--- src/rtl/line_arbiter_adaptor.sv ---
// Arbitrates NPORTS cacheline requesters onto a single burst memory port,
// splitting each line into BEATS beats and reassembling read lines.
module line_arbiter_adaptor #(
    parameter int NPORTS    = 2,
    parameter int LINE_W    = 256,
    parameter int BURST_W   = 64,
    parameter int ADDR_W    = 32,
    parameter int PRIO_MODE = 0
) (
    input  logic                        clk,
    input  logic                        reset_n,
    input  logic [NPORTS-1:0]           req_read,
    input  logic [NPORTS-1:0]           req_write,
    input  logic [NPORTS*ADDR_W-1:0]    req_address,
    input  logic [NPORTS*LINE_W-1:0]    req_wdata,
    output logic [LINE_W-1:0]           req_rdata,
    output logic [NPORTS-1:0]           req_resp,
    output logic [ADDR_W-1:0]           address_o,
    output logic                        read_o,
    output logic                        write_o,
    output logic [BURST_W-1:0]          burst_o,
    input  logic [BURST_W-1:0]          burst_i,
    input  logic                        resp_i,
    output logic                        busy_o,
    output logic [$clog2(NPORTS)-1:0]   grant_o
);

    localparam int BEATS  = LINE_W / BURST_W;
    localparam int BEAT_W = (BEATS > 1) ? $clog2(BEATS) : 1;
    localparam int GNT_W  = $clog2(NPORTS);
    localparam int OFF_W  = $clog2(LINE_W / 8);

    generate
        if (NPORTS < 2 || NPORTS > 8 || (LINE_W % BURST_W) != 0 ||
            BEATS < 2 || (BEATS & (BEATS - 1)) != 0) begin : g_bad_cfg
            $error("line_arbiter_adaptor: unsupported NPORTS/LINE_W/BURST_W combination");
        end
    endgenerate

    typedef enum logic [1:0] {IDLE, XFER, RESP} state_t;

    state_t              state, state_nxt;
    logic [NPORTS-1:0]   req_any;
    logic [GNT_W-1:0]    sel, cand, grant_q, rr_ptr;
    logic                sel_vld;
    logic                op_write_q;
    logic [ADDR_W-1:0]   sel_addr, addr_q;
    logic [LINE_W-1:0]   wdata_q, rdata_q;
    logic [BEAT_W-1:0]   beat_q;
    logic                last_beat;

    assign req_any   = req_read | req_write;
    assign sel_addr  = req_address[sel*ADDR_W +: ADDR_W];
    assign last_beat = (state == XFER) && resp_i && (beat_q == BEAT_W'(BEATS - 1));

    // Search order starts at rr_ptr (round-robin) or port 0 (fixed priority).
    always_comb begin
        sel     = '0;
        sel_vld = 1'b0;
        cand    = '0;
        for (int i = 0; i < NPORTS; i++) begin
            if (PRIO_MODE == 1)
                cand = GNT_W'(i);
            else
                cand = GNT_W'((int'(rr_ptr) + i) % NPORTS);
            if (!sel_vld && req_any[cand]) begin
                sel_vld = 1'b1;
                sel     = cand;
            end
        end
    end

    always_ff @(posedge clk or negedge reset_n) begin
        if (!reset_n)
            state <= IDLE;
        else
            state <= state_nxt;
    end

    always_comb begin
        state_nxt = state;
        case (state)
            IDLE:    if (sel_vld) state_nxt = XFER;
            XFER:    if (last_beat) state_nxt = RESP;
            RESP:    state_nxt = IDLE;
            default: state_nxt = IDLE;
        endcase
    end

    always_ff @(posedge clk or negedge reset_n) begin
        if (!reset_n) begin
            grant_q    <= '0;
            op_write_q <= 1'b0;
            addr_q     <= '0;
            beat_q     <= '0;
            rr_ptr     <= '0;
            rdata_q    <= '0;
        end else begin
            case (state)
                IDLE: begin
                    if (sel_vld) begin
                        grant_q    <= sel;
                        op_write_q <= req_write[sel];
                        addr_q     <= {sel_addr[ADDR_W-1:OFF_W], {OFF_W{1'b0}}};
                        beat_q     <= '0;
                    end
                end
                XFER: begin
                    if (resp_i) begin
                        beat_q <= beat_q + BEAT_W'(1);
                        if (!op_write_q)
                            rdata_q[beat_q*BURST_W +: BURST_W] <= burst_i;
                        if (last_beat)
                            rr_ptr <= (grant_q == GNT_W'(NPORTS - 1)) ? '0 : grant_q + GNT_W'(1);
                    end
                end
                default: ;
            endcase
        end
    end

    // Write line is pure data; burst_o is gated so it needs no reset.
    always_ff @(posedge clk) begin
        if (state == IDLE && sel_vld)
            wdata_q <= req_wdata[sel*LINE_W +: LINE_W];
    end

    assign busy_o    = (state != IDLE);
    assign read_o    = (state == XFER) && !op_write_q;
    assign write_o   = (state == XFER) && op_write_q;
    assign address_o = addr_q;
    assign grant_o   = grant_q;
    assign burst_o   = write_o ? wdata_q[beat_q*BURST_W +: BURST_W] : '0;
    assign req_rdata = rdata_q;
    assign req_resp  = (state == RESP) ? (NPORTS'(1) << grant_q) : '0;

endmodule

--- config.mk ---
export PLATFORM = sky130hd
export DESIGN_NAME = line_arbiter_adaptor
export DESIGN_NICKNAME = d
export VERILOG_FILES = /design/src/rtl/line_arbiter_adaptor.sv
export SDC_FILE = /design/constraint.sdc
export NUM_CORES = 1
export LEC_CHECK = 0
export CORE_AREA = 10 10 388 390
export DETAILED_ROUTE_END_ITERATION = 10
export DIE_AREA = 0 0 398 400
export HOLD_SLACK_MARGIN = 0.06
export PLACE_DENSITY_LB_ADDON = 0.1
export SLEW_MARGIN = 20
export SYNTH_ARGS = -nofsm -noshare
export SYNTH_HDL_FRONTEND = slang
export SYNTH_SLANG_ARGS = --single-unit
--- constraint.sdc ---
create_clock -name clk -period 6.23 [get_ports clk]
set_input_delay 1.246 -clock clk [delete_from_list [all_inputs] [get_ports clk]]
set_output_delay 1.246 -clock clk [all_outputs]
set_load 0.02 [all_outputs]
## After elaboration in Yosys (flattened, before gate mapping)

Cells that the tools add are included.

- Word-level logic and storage cells: 65
- Memories: 0
- ROM bits: 0
- Latch bits: 0
- Bits in writable memories: 0
- Output and inout bits: 358
- Input bits: 647
- Register bits: 546

- Reductions and logical operators: 16
- Divide/modulo/power cells: 0
- Magnitude comparators: 3
- $add $sub $neg: 4
- Multiplexer cells: 20
- $mul: 0
- Eq/ne operators: 6
- Bitwise operators: 2
- Shifts and indexed selects: 6

Operators by type and width:

| kind | number |
|---|---|
| $shiftx 512x10->256 | 1 |
| $bwmux 256 | 1 |
| $shift 64x34->256 const A | 1 |
| $shiftx 256x9->64 | 1 |
| $shiftx 64x34->256 | 1 |
| $mux 64 | 1 |
| $shiftx 64x7->32 | 1 |
| $neg 8->34 | 1 |
| $mux 1 | 11 |
| $mux 2 | 5 |
| $reduce_and 3->1 | 3 |
| $pmux 2 s2 | 2 |
| $logic_and 1x1->1 | 6 |
| $lt 1x2->1 const B | 3 |
| $ne 2x2->1 const B | 3 |
| $eq 2x2->1 const B | 2 |
| $reduce_and 2->1 | 2 |
| $reduce_bool 2->1 | 2 |
| $add 1x1->1 const B | 2 |
| $add 2x1->2 const B | 1 |
| $eq 2x1->1 const B | 1 |
| $logic_not 1->1 | 2 |
| $logic_not 2->1 | 1 |
| $or 2x2->2 | 1 |
| other kinds (2) | 2 |

## Depth between registers and ports, before layout

- Word-level depth: 9
- Depth in mapped cells: 9
- Gate-level depth less buffers: 5

## Worst setup path before layout

OpenSTA, ideal clock, no wires.

- Path kind: input -> register
- Start: input port req_write[0]
- End: register wdata_q[0] (enable)
- Path buffers: 1
- Slack: 1.087 ns
- Stages: 4
- Arrival: 4.636 ns
- Required time: 5.723 ns
- Library setup time: 0.507 ns
- Cells stage by stage: nor4_1 > or2_1 > inv_1 > buf_2

- Longest elaborated chain between the ends: 8
- Elaborated cells between the ends (all ways): 10
- Those cells by class: 6 x mux; 1 x bitwise; 3 x reduce/logical

Ends and longest elaborated chain:

| what | line | text |
|---|---|---|
| start: declaration | 13 | `input logic [NPORTS-1:0] req_write,` |
| $or 2x2->2 (*) | 52 | `assign req_any = req_read \| req_write;` |
| $mux 1 (implied by the code) (2 in series) | 66 | `if (!sel_vld && req_any[cand]) begin` |
| $mux 1 | 66 |  |
| $logic_not 1->1 | 66 |  |
| $logic_and 1x1->1 | 66 |  |
| $mux 1 (*) | 66 |  |
| $logic_and 1x1->1 (*) | 124 | `if (state == IDLE && sel_vld)` |
| end signal: assignment | 125 | `wdata_q <= req_wdata[sel*LINE_W +: LINE_W];` |
| end: declaration | 48 | `logic [LINE_W-1:0] wdata_q, rdata_q;` |

Mark *: on every way between the ends. The rest lies on a longest branch, timed or not. The select of a mux whose other input is x is not followed.
A chain may end at the register's enable or synchronous reset.

## Worst setup path in the final report

- Start: register beat_q[0]
- End: output port burst_o[27]

- Longest elaborated chain between the ends: 2

Ends and longest elaborated chain:

| what | line | text |
|---|---|---|
| start: declaration | 49 | `logic [BEAT_W-1:0] beat_q;` |
| start signal: assignment | 110 | `beat_q <= beat_q + BEAT_W'(1);` |
| $shiftx 256x9->64 | 133 | `assign burst_o = write_o ? wdata_q[beat_q*BURST_W +: BURST_W] : '0;` |
| $mux 64 | 133 |  |
| end: declaration | 21 | `output logic [BURST_W-1:0] burst_o,` |

Every way passes these cells.

==> results.py <==
metrics = {
    "status": {
        "status": "completed",
    },
    "place": {
        "io_buffers": 989,
        "place_hpwl_um": 103000,
        "gp_congestion": 0.834,
        "dpl_cell_area_mm2": 0.0376,
    },
    "global_routing": {
        "use_met1_pct": 19.4,
        "grt_pass1_wl_um": 184000,
        "globalRoute.busiestLayer": "met2",
        "grt_pass1_vias": 22200,
        "use_met2_pct": 27.9,
        "grtUsageMet3_pct": 5.91,
        "antenna_found_initial": 70,
        "grt-ovfl-total": 0,
        "grtUsageTotal_pct": 16.3,
        "grt_max_degree": 143,
    },
    "drt": {
        "wl_per_cell_um": 27.7,
        "first_pass_iters": 5,
        "drtIter0Drc": 1142,
        "vias": 20300,
        "drc": 0,
        "ant_nets": 0,
        "wl_um": 136000,
        "viasPerCell": 4.15,
    },
    "final_layout": {
        "syn_to_final_growth_pct": 55.4,
        "finish.instance_area_mm2": 0.0400,
        "fillers": 14600,
        "nNetsFinal": 3592,
        "multiInputGateArea_mm2": 0.00948,
        "final-seq-area_mm2": 0.0150,
        "drive_above_1_share_pct": 15.3,
    },
    "logic_synthesis": {
        "mappedNetlistArea_mm2": 0.0258,
        "synth_edf_count": 256,
        "ys_seq_elements": 546,
        "async_reset_ff_share_pct": 53.1,
        "synthesis.instances": 2004,
        "synth-main-ff-cell": "dfrtp_1",
        "postSynthAreaPerCell_um2": 12.9,
        "yosys.cell_types.count": 46,
        "yosysSeqAreaShare_pct": 58.0,
        "ys_warn_count": 0,
    },
    "job": {
        "max-cap-violations": 0,
    },
    "clock_network": {
        "post_cts_buffers": 0,
        "cts_root_buf": "clkbuf_16",
        "cts_tree": "yes",
        "htree_levels": 3,
        "cts_buffer_depth": 3,
        "post_cts_resized": 0,
        "postCtsHoldBufs": 0,
        "cts_buffers": 74,
        "path_clk_slew_ns": 0.06,
        "cts.sinks": 546,
        "worst_skew_pair.late_latency_ns": 0.66,
    },
    "critical_path": {
        "reg2reg_depth": 6,
        "r2r-start": "beat_q[0]",
        "worstPathArrival_ns": 3.57,
        "crit_path_start_kind": "register",
        "rr_endpoint": "req_rdata[134]",
        "endpoint_kind": "primary output",
        "r2r_slack_ns": 2.74,
        "path_max_fanout": 38,
        "critical_path_class": "reg2out",
        "crit_required_ns": 4.98,
    },
    "sta": {
        "tightest_slew_ns": 1.08,
        "final_max_slew_viol_count": 0,
        "hold_viol": 0,
        "rsz0062_at_grt": "no",
        "slew-limit-headroom_pct": 27.9,
        "fin_crit_sh_pct": 77.4,
        "finalSetupViolCount": 0,
        "final.min_clock_period_ns": 4.82,
        "setup_tns_ns": 0,
        "max_clock_freq_mhz": 207,
        "fin_skew_ns": 0.0289,
    },
    "floorplan": {
        "die_w_um": 398,
        "io_pins": 1005,
        "start_util_pct": 18.0,
        "core.rowCount": 139,
        "dieArea_mm2": 0.159,
        "die_h_um": 400,
        "design.core.area_mm2": 0.143,
    },
    "power_and_ir_drop": {
        "power_density_mw_per_mm2": 463,
        "ir_drop_uv": 241,
        "p_leak_nw": 15.3,
    },
    "worst_hold_path": {
        "min_path_type": "in2async",
    },
}
Yosys cell counts, types with 9 or more instances:
cell	number	area, um2
a2bb2oi_1	27	236
a311oi_1	27	236
and3_1	64	400
buf_1	9	33.8
buf_2	20	100
buf_4	24	180
buf_6	25	282
clkbuf_1	93	349
dfrtp_1	290	7260
edfxtp_1	256	7690
inv_1	133	499
mux2_1	33	372
mux2_2	223	2510
mux2i_1	128	1280
mux4_2	64	1440
nand2_1	263	987
o21ai_0	211	1060
o21ai_1	12	60.1
o31ai_1	65	488
sequential cells by signal, indices dropped and copies added, names as in the netlist:
register and flops:
req_rdata 256, wdata_q 256, address_o 27, beat_q 2, state 2, grant_o 1, op_write_q 1, rr_ptr 1
cells by family (layout without fill, tap and decap cells):
logic type / after synthesis / after routing / synth area share (%)
compound gates: 348 / 348 / 8.24
flops: 546 / 546 / 58.0
fa+ha+maj: 5 / 5 / 0.243
other cells: 1 / 11 / 0.0146
mux: 448 / 448 / 21.8
buf+inv: 305 / 1292 / 5.62
simple gates: 351 / 351 / 6.09
cell usage in the layout (no fill, tap or decap), types with 3 or more instances in the layout:
| cell type | n |
|---|---|
| a2bb2oi_1 | 27 |
| a311oi_1 | 27 |
| and3_1 | 64 |
| buf_12 | 10 |
| buf_4 | 27 |
| clkbuf_1 | 12 |
| clkbuf_16 | 76 |
| clkbuf_8 | 8 |
| clkdlybuf4s50_1 | 988 |
| clkinv_1 | 9 |
| clkinv_2 | 13 |
| clkinv_8 | 3 |
| conb_1 | 5 |
| dfrtp_1 | 287 |
| dfrtp_4 | 3 |
| diode_2 | 6 |
| edfxtp_1 | 256 |
| ha_1 | 5 |
| inv_1 | 132 |
| mux2_1 | 33 |
| mux2_2 | 223 |
| mux2i_1 | 128 |
| mux4_2 | 64 |
| nand2_1 | 261 |
| nor2_1 | 3 |
| o21ai_0 | 211 |
| o21ai_1 | 12 |
| o31ai_1 | 65 |
cell type report:
type,instances,area share (%)
antenna,6,0.0375
timing repair buffer,1027,25.8
clock buffer,96,5.14
inverter,134,1.28
multi-input combinational,1157,23.7
sequential,546,37.4
clock inverter,35,0.797
tap,1903,5.95
worst max-delay path, cell delays in order, from the launching register on:
cell	delay [ns]
dfrtp_4	0.98
buf_4	0.47
mux4_2	0.55
and3_1	0.26
clkdlybuf4s50_1	0.59
worst max path at each step:
stage	startpoint	end
floorplan	req_write[0]	wdata_q[0]
global placement	req_write[1]	wdata_q[128]
detailed placement	req_write[1]	wdata_q[65]
CTS	beat_q[0]	burst_o[27]
global route	beat_q[0]	burst_o[27]
finish	beat_q[0]	burst_o[27]
stage by stage:
step                worst slack (ns)  total power, mW  utilization [%]  hold WS (ns)  instances
floorplan                       1.09             10.2                -         0.534       2008
global placement                1.92             14.5             26.4         0.494       4767
detailed placement              1.86             14.6             26.4         0.499       4767
CTS                             1.18             19.0             28.0         0.392       4898
global route                    1.17             19.6             28.0         0.430       4901
finish                          1.41             18.5             28.0         0.459       4904
metal layers:
layer  wire, um  up-vias  share of wire, %
met5        402        -              0.30
li1           -     9124                 -
met4       2810       62               2.1
met1      54400    10000                40
met2      66500      895                49
met3      11500      226               8.5
power by group:
part           internal, mW  leakage [nW]  switching, mW
clock network          2.43          1.17           1.78
registers              5.19          6.29          0.756
logic                  3.66          7.79           4.70
total                  11.3          15.3           7.24
No activity file was read; power rests on OpenSTA's default activity.
